==> src/rtl/mesm6_ifetch.sv <==
// rtl/mesm6_ifetch.sv - MESM-6 instruction prefetch queue with half-word opcode output
// Optional zero-latency bypass from ibus_input when the queue is empty: MESM6_IFETCH_BYPASS_EN
`timescale 1ns/1ps
module mesm6_ifetch #(
    parameter int DEPTH  = 4,
    parameter int ADDR_W = 15
) (
    input  logic              clk,
    input  logic              reset_n,
    output logic              ibus_fetch,
    output logic [ADDR_W-1:0] ibus_addr,
    input  logic [47:0]       ibus_input,
    input  logic              ibus_done,
    input  logic              redirect,
    input  logic [ADDR_W:0]   redirect_pc,
    output logic              op_valid,
    output logic [23:0]       op,
    output logic [ADDR_W:0]   op_pc,
    input  logic              op_ready
);

    localparam int PW = $clog2(DEPTH);

    typedef enum logic [1:0] {IDLE, FETCH, DISCARD} state_t;

    state_t            state_q;
    logic [PW:0]       rd_ptr_q, wr_ptr_q;
    logic [ADDR_W-1:0] fetch_addr_q, ibus_addr_q, head_addr_q;
    logic              h_q, started_q, ibus_fetch_q;
    logic [47:0]       mem_q [DEPTH];

    logic              empty, bypass_hit, consume, pop, push, full_next;
    logic [PW:0]       count, cnt_after;
    logic [47:0]       head_word, src_word;
    logic [ADDR_W-1:0] fetch_addr_inc, redirect_addr;

    assign empty          = (rd_ptr_q == wr_ptr_q);
    assign count          = wr_ptr_q - rd_ptr_q;
    assign head_word      = mem_q[rd_ptr_q[PW-1:0]];
    assign fetch_addr_inc = fetch_addr_q + 1'b1;
    assign redirect_addr  = redirect_pc[ADDR_W:1];

`ifdef MESM6_IFETCH_BYPASS_EN
    assign bypass_hit = empty && (state_q == FETCH) && !redirect && ibus_done;
`else
    assign bypass_hit = 1'b0;
`endif

    assign src_word = bypass_hit ? ibus_input : head_word;
    assign op_valid = !empty || bypass_hit;
    assign op       = op_valid ? (h_q ? src_word[23:0] : src_word[47:24]) : 24'h0;
    assign op_pc    = op_valid ? {head_addr_q, h_q} : '0;

    // A bypassed word whose second half is consumed at once never needs storing.
    assign consume   = op_valid && op_ready && !redirect;
    assign pop       = consume && h_q && !bypass_hit;
    assign push      = (state_q == FETCH) && ibus_done && !redirect
                       && !(bypass_hit && op_ready && h_q);
    assign cnt_after = count + {{PW{1'b0}}, push} - {{PW{1'b0}}, pop};
    assign full_next = (cnt_after == (PW+1)'(DEPTH));

    assign ibus_fetch = ibus_fetch_q;
    assign ibus_addr  = ibus_addr_q;

    always_ff @(posedge clk) begin
        if (push) mem_q[wr_ptr_q[PW-1:0]] <= ibus_input;
    end

    always_ff @(posedge clk or negedge reset_n) begin
        if (!reset_n) begin
            state_q      <= IDLE;
            rd_ptr_q     <= '0;
            wr_ptr_q     <= '0;
            fetch_addr_q <= '0;
            ibus_addr_q  <= '0;
            head_addr_q  <= '0;
            h_q          <= 1'b0;
            started_q    <= 1'b0;
            ibus_fetch_q <= 1'b0;
        end else begin
            if (consume) begin
                h_q <= !h_q;
                if (h_q) head_addr_q <= head_addr_q + 1'b1;
            end
            if (pop)  rd_ptr_q <= rd_ptr_q + 1'b1;
            if (push) wr_ptr_q <= wr_ptr_q + 1'b1;

            if (redirect) begin
                rd_ptr_q     <= '0;
                wr_ptr_q     <= '0;
                h_q          <= redirect_pc[0];
                head_addr_q  <= redirect_addr;
                fetch_addr_q <= redirect_addr;
                started_q    <= 1'b1;
                // An open request cannot be withdrawn; wait out its response.
                if ((state_q != IDLE) && !ibus_done) begin
                    state_q <= DISCARD;
                end else begin
                    state_q      <= FETCH;
                    ibus_fetch_q <= 1'b1;
                    ibus_addr_q  <= redirect_addr;
                end
            end else begin
                case (state_q)
                    IDLE: begin
                        if (started_q && !full_next) begin
                            state_q      <= FETCH;
                            ibus_fetch_q <= 1'b1;
                            ibus_addr_q  <= fetch_addr_q;
                        end
                    end
                    FETCH: begin
                        if (ibus_done) begin
                            fetch_addr_q <= fetch_addr_inc;
                            if (!full_next) begin
                                ibus_addr_q <= fetch_addr_inc;
                            end else begin
                                state_q      <= IDLE;
                                ibus_fetch_q <= 1'b0;
                            end
                        end
                    end
                    DISCARD: begin
                        if (ibus_done) begin
                            state_q      <= FETCH;
                            ibus_fetch_q <= 1'b1;
                            ibus_addr_q  <= fetch_addr_q;
                        end
                    end
                    default: begin
                        state_q      <= IDLE;
                        ibus_fetch_q <= 1'b0;
                    end
                endcase
            end
        end
    end

endmodule

==> config.mk <==
export PLATFORM = sky130hd
export DESIGN_NAME = mesm6_ifetch
export DESIGN_NICKNAME = d
export VERILOG_FILES = /design/src/rtl/mesm6_ifetch.sv
export SDC_FILE = /design/constraint.sdc
export NUM_CORES = 1
export LEC_CHECK = 0
export CAP_MARGIN = 20
export CORE_MARGIN = 1.5
export CORE_UTILIZATION = 30
export CTS_BUF_LIST = sky130_fd_sc_hd__clkbuf_2 sky130_fd_sc_hd__clkbuf_4 sky130_fd_sc_hd__clkbuf_8
export CTS_CLUSTER_DIAMETER = 80
export DETAILED_ROUTE_END_ITERATION = 7
export PLACE_DENSITY = 0.55
export SLEW_MARGIN = 20
export SYNTH_ARGS = -nofsm -noshare
export SYNTH_HDL_FRONTEND = slang
export SYNTH_SLANG_ARGS = --single-unit
==> constraint.sdc <==
create_clock -name clk -period 3.35 [get_ports clk]
set_clock_uncertainty 0.05 [all_clocks]
set_input_delay 0.67 -clock clk [delete_from_list [all_inputs] [get_ports clk]]
set_output_delay 0.67 -clock clk [all_outputs]
set_load 0.01 [all_outputs]
## After elaboration in Yosys (flattened, before gate mapping)

Memories as Yosys holds them, arrays and structs flattened.
Cells that the tools add are included.

- Add/sub/neg operators: 7
- Eq/ne operators: 10
- Multiplexer cells: 38
- Reductions and logical operators: 26

Operators with widths:

| cell | number |
|---|---|
| 15-bit two-way mux | 12 |
| 24-bit two-way mux | 2 |
| 15-bit case mux with 3 select lines | 1 |
| 15-bit by 1-bit adder with 15-bit output (second input constant) | 2 |
| 16-bit two-way mux | 1 |
| 3-bit != test (second input constant) | 5 |
| 2-bit nonzero test | 7 |
| 2-bit two-way mux | 6 |
| 3-bit two-way mux | 4 |
| 1-bit two-way mux | 10 |
| 1-bit logical AND | 7 |
| 3-bit by 1-bit adder with 3-bit output (second input constant) | 2 |
| 2-bit case mux with 3 select lines | 1 |
| 6-bit AND reduction | 1 |
| 1-bit logical NOT | 5 |
| 5-bit AND reduction | 1 |
| 2-bit AND reduction | 2 |
| 4-bit AND reduction | 1 |
| 4-bit nonzero test | 1 |
| 3-bit by 1-bit adder with 3-bit output | 1 |
| 3-bit equality test | 1 |
| 3-bit equality test (second input constant) | 1 |
| 1-bit case mux with 3 select lines | 1 |
| 3-bit by 1-bit subtractor with 3-bit output | 1 |
| other kinds (5) | 5 |

- Flip-flop bits (word level): 56
- RAM bits: 192
- Input bits: 69
- Output and inout bits: 57
- Logic and storage cells: 91
- Memories kept: 1

Memories:

| memory | depth | bits a word | read ports | clocked after Yosys merged registers in | write ports | line | source |
|---|---|---|---|---|---|---|---|
| mem_q | 4 | 48 | 1 | 0 | 1 | 30 | `logic [47:0] mem_q [DEPTH];` |

## Logic depth before layout (Yosys ltp)

- Depth after elaboration: 12
- Depth in mapped cells: 14
- Gate-level depth less buffers: 11

## Least setup slack after synthesis

Ideal clock, no wire load.

- Kind: input to register
- From: input port redirect
- To: register ibus_addr_q[14], in the netlist ibus_addr[14]
- Arrival: 3704 ps
- Data required time: 3175 ps
- Path slack: -530 ps
- Stages on the path: 13
- Path buffers: 3
- Cell sequence: clkinv_1 clkbuf_1 buf_1 nand2_1 fa_1 fa_1 ha_1 xor2_1 xnor2_1 o31ai_2 a21oi_4 buf_6 mux2_4

- Word-level cells in the longest chain between the ends: 9
- Elaborated cells between the ends (all ways): 17
- Classes of those cells: add/sub: 2; eq/ne: 6; mux: 1; reduce/logical: 8

Ends and longest elaborated chain:

| what | line | source |
|---|---|---|
| start: declaration | 14 | `input logic redirect,` |
| 1-bit logical NOT | 55, 57 |  |
| 1-bit logical AND (on tied branches) | 57, 55 |  |
| 3-bit by 1-bit adder with 3-bit output / 1-bit logical AND (equally long branches) | 59, 56 |  |
| 3-bit by 1-bit subtractor with 3-bit output | 59 | `assign cnt_after = count + {{PW{1'b0}}, push} - {{PW{1'b0}}, pop};` |
| 3-bit equality test | 60 | `assign full_next = (cnt_after == (PW+1)'(DEPTH));` |
| 1-bit logical NOT | -- |  |
| 1-bit logical AND | 106 | `if (started_q && !full_next) begin` |
| 3-bit != test (no line) | -- |  |
| 6-bit AND reduction (no line) | -- |  |
| end signal: assignment | 101 | `ibus_addr_q <= redirect_addr;` |
| end signal: assignment | 109 | `ibus_addr_q <= fetch_addr_q;` |
| end signal: assignment | 116 | `ibus_addr_q <= fetch_addr_inc;` |
| end: declaration | 28 | `logic [ADDR_W-1:0] fetch_addr_q, ibus_addr_q, head_addr_q;` |

Several ways; a longest one is shown, not always the timed one.
A chain may end at the register's enable or synchronous reset.

## Final worst setup path

- From: register rd_ptr_q[0]
- To: register ibus_addr_q[14], in the netlist ibus_addr[14]

- Word-level cells in the longest chain between the ends: 11
- Elaborated cells between the ends (all ways): 14
- Classes of those cells: add/sub: 3; eq/ne: 4; reduce/logical: 7

Ends and longest elaborated chain:

| what | line | source |
|---|---|---|
| start: declaration | 27 | `logic [PW:0] rd_ptr_q, wr_ptr_q;` |
| start signal: assignment | 85 | `if (pop) rd_ptr_q <= rd_ptr_q + 1'b1;` |
| branches (longest 5 deep; another with 3-bit subtractor) | -- |  |
| 3-bit by 1-bit subtractor with 3-bit output (*) | 59 |  |
| 3-bit equality test (*) | 60 |  |
| 1-bit logical NOT | -- |  |
| 1-bit logical AND | 106 |  |
| 3-bit != test (no line) | -- |  |
| 6-bit AND reduction (no line) (*) | -- |  |

Mark *: on every way between the ends.

==> metrics <==
row count=69; DRC viols=0; crit path time final=~3.4 ns; Worst Setup SP=rd_ptr_q[0]; outcome=finished, violations left; routed via count=6253; fmax=a little under 0.3 GHz; routed len/inst=around 19 um; largest cells by area after synthesis=edfxtp_1 53%, dfrtp_1 13%, mux4_2 10%, mux2i_1 3.3%, xnor2_1 2.4%; Synth Net Count=759; initial drt markers=between 200 and 300; main combinational cell family by area after synthesis=multiplexers; Mapped Cells=roughly 680; total congestion overflow=0; Multi-input gate area=between 3000 and 4000 sq um; share of power burned in the clock network=0.300; Post-Synth Simple-Gate Area=0.0687; crit share post-route=1.01; cell taking the most area after synthesis=edfxtp_1; kind of critical path=flop to flop; hold buffers post-CTS=0; final hold slack=0.0978 ns; RSZ-0062 raised after global routing=yes; sequential-to-total area share from yosys stat=0.664; Reg area=approximately 7200 sq um; Data required, critical path=~3.7 ns; first-pass GRT wire length=between 30 and 40 mm; Worst Tran Pin Value=roughly 0.67 ns; count leader, synth=edfxtp_1; hold crit path type=input pin to asynchronous set/reset pin; Max H-tree Level=2; clock-pin slew on the worst setup and hold paths=around 0.06 ns; Chip Height=193 um; CTS Sinks=approximately 250; Post-Synth XOR/XNOR Area=0.0405; syn_area_per_cell=16.0 sq um; DR vias/cell=roughly 4.6; share of layout cells above drive strength 1=0.235; vias in the first global route=around 6700; Initial Util=0.304; final setup fails=3; Post-synth EDFFs=roughly 190; Yosys top cell area share=0.534; Netlist cell types=53; GRT Resource Usage Total=0.141; post-synthesis mux area share=0.148; Layout area overhead=29.9%; fillers=3338; share of total power in combinational logic=0.283; Max VDD drop=~0.00033 V; ys async rst share=0.226; ys flop type=edfxtp_1; PortBufs=around 130; synthesized-area fraction occupied by ao, oa, aoi and oai cells=0.0386; Ys Warns=0; die area=approximately 37000 sq um; Boundary Pins=126; Final Hold Viols=0; Net Switching=0.00261 W; initial antenna violation count=0; Die X=193 um; Final WS setup=-0.0236 ns; relative max-transition margin=0.550; CTS Buf Count=44; post-route ant nets=0; Worst-Skew Late Latency=~0.56 ns; Final GP Congestion=0.775; Post-Synth Adder-Cell Area=0.0176; Worst Path Arrival=between 3 and 4 ns; Initial DRT Pass Iterations=4; Max Slew Vio Count=0; Antenna Cells=0; power density cells=640 nW/um^2; Internal Power=0.00637 W; failing checks=negative setup slack; CTS Root Cell=clkbuf_8; Flop pwr share=0.417; FF-to-FF Start=rd_ptr_q[0]; Core Area=roughly 35000 sq um; Reg2Reg Depth=13; nets=941; startpoint types=flop; CP Capture Type=flop; sw frac=0.291; Yosys reg bits=roughly 250; top post-synthesis cells by count=192 x edfxtp_1, 56 x dfrtp_1, 53 x nor2_1, 48 x mux4_2, 36 x mux2i_1; Max FO, Critical Path=10; Max Cap Viol=0; static leakage=about 5.1 nW; Post-Syn Area=between 10000 and 15000 sq um; total negative slack=-0.0355 ns; CTS tree=yes; HPWL after detailed placement=15.4 mm; largest net degree at the start of global routing=between 50 and 60; WL final=around 26 mm; maximum clock insertion buffer count=3
## power groups by stage
stage	clock network [W]	registers, W	logic (W)
detailed placement	0	0.00380	0.00248
global placement	0	0.00380	0.00247
CTS	0.00280	0.00375	0.00258
global route	0.00294	0.00377	0.00277
floorplan	0	0.00380	0.00130
finish	0.00270	0.00374	0.00254
## through the flow
stage	power, W	cells	area [sq um]	util	setup slack (ns)
5_1_grt	0.00948	1352	14000	0.395	-0.138
6_report	0.00898	1352	14000	0.395	-0.0236
3_3_place_gp	0.00627	1261	12900	0.363	-0.475
4_1_cts	0.00913	1351	14000	0.394	-0.0682
3_5_place_dp	0.00628	1261	12900	0.363	-0.539
2_1_floorplan	0.00510	676	10900	-	-0.0237
## final cells by class
type,instances,share of cell area
clock buffer,63,0.0543
clock inverter,16,0.00625
inverter,24,0.00705
multi-input combinational,369,0.248
sequential,248,0.512
tap,461,0.0411
timing repair buffer,171,0.132
## worst max-delay path: stages (launching register included)
cell and delay, ns:
dfrtp_4 0.51, buf_12 0.14, xnor2_4 0.12, a31oi_4 0.14, nand2_1 0.09, fa_2 0.34, fa_1 0.50, ha_2 0.20
xor2_2 0.17, xnor2_2 0.11, o31ai_2 0.30, a21oi_4 0.10, buf_12 0.18, mux2_4 0.29
## sequential cells by signal, summed over array words and instances (netlist names)
signal and flops:
head_addr_q 15, rd_ptr_q 3, wr_ptr_q 3, h_q 1
ibus_fetch 1, ibus_addr 15, state_q 2, started_q 1
mem_q 192, fetch_addr_q 15
## repair_timing
| action | 4_1_cts | 5_1_grt |
|---|---|---|
| setup endpoints to repair | 37 | 27 |
| resized for setup | 44 | 13 |
| pin swaps | 2 | 1 |
| cloned | 4 | 0 |
| setup buffers | 7 | 1 |
## cells in the final DEF, fill, tap and decap left out, types with 6 or more instances in the layout
| cell | instances |
|---|---|
| nor3_1 | 13 |
| ha_1 | 11 |
| o21ai_0 | 11 |
| buf_4 | 27 |
| mux2i_1 | 34 |
| clkbuf_4 | 17 |
| dlygate4sd2_1 | 26 |
| and2_1 | 12 |
| buf_12 | 14 |
| xor2_1 | 18 |
| clkinv_1 | 10 |
| inv_1 | 22 |
| xnor2_1 | 26 |
| clkbuf_8 | 46 |
| nor2_1 | 51 |
| dlymetal6s2s_1 | 7 |
| a21boi_1 | 6 |
| nand4_1 | 8 |
| nand2_1 | 16 |
| mux4_2 | 48 |
| a21oi_1 | 17 |
| nand2b_1 | 10 |
| mux2_2 | 11 |
| dfrtp_1 | 53 |
| clkdlybuf4s50_1 | 87 |
| edfxtp_1 | 192 |
| nand3_1 | 17 |
| a21boi_0 | 9 |
## cells by family (layout without fill, tap and decap cells)
kind of cell / after synthesis / after routing
AO/OA/AOI/OAI: 60 / 60
XOR/XNOR: 49 / 49
adder cells (fa/ha/maj): 14 / 14
buffers and inverters: 59 / 274
flip-flops: 248 / 248
multiplexers: 97 / 97
AND/OR/NAND/NOR: 149 / 149
## final timing paths
path,to,slack [ns]
min reg2reg,ibus_addr[5],0.47
min in group clk,ibus_addr[5],0.47
max,ibus_addr[14],-0.02
max in group asynchronous,ibus_addr[14],2.49
min,head_addr_q[12],0.1
max reg2reg,ibus_addr[14],-0.02
## routing by layer
layer,GRT usage,vias to the layer above,share of wire
li1,-,2940,-
met1,0.186,3111,0.45
met2,0.229,162,0.48
met3,0.0356,40,0.056
met4,0.0423,0,0.021
met5,0,-,0
(Power assumes the default switching activity.)
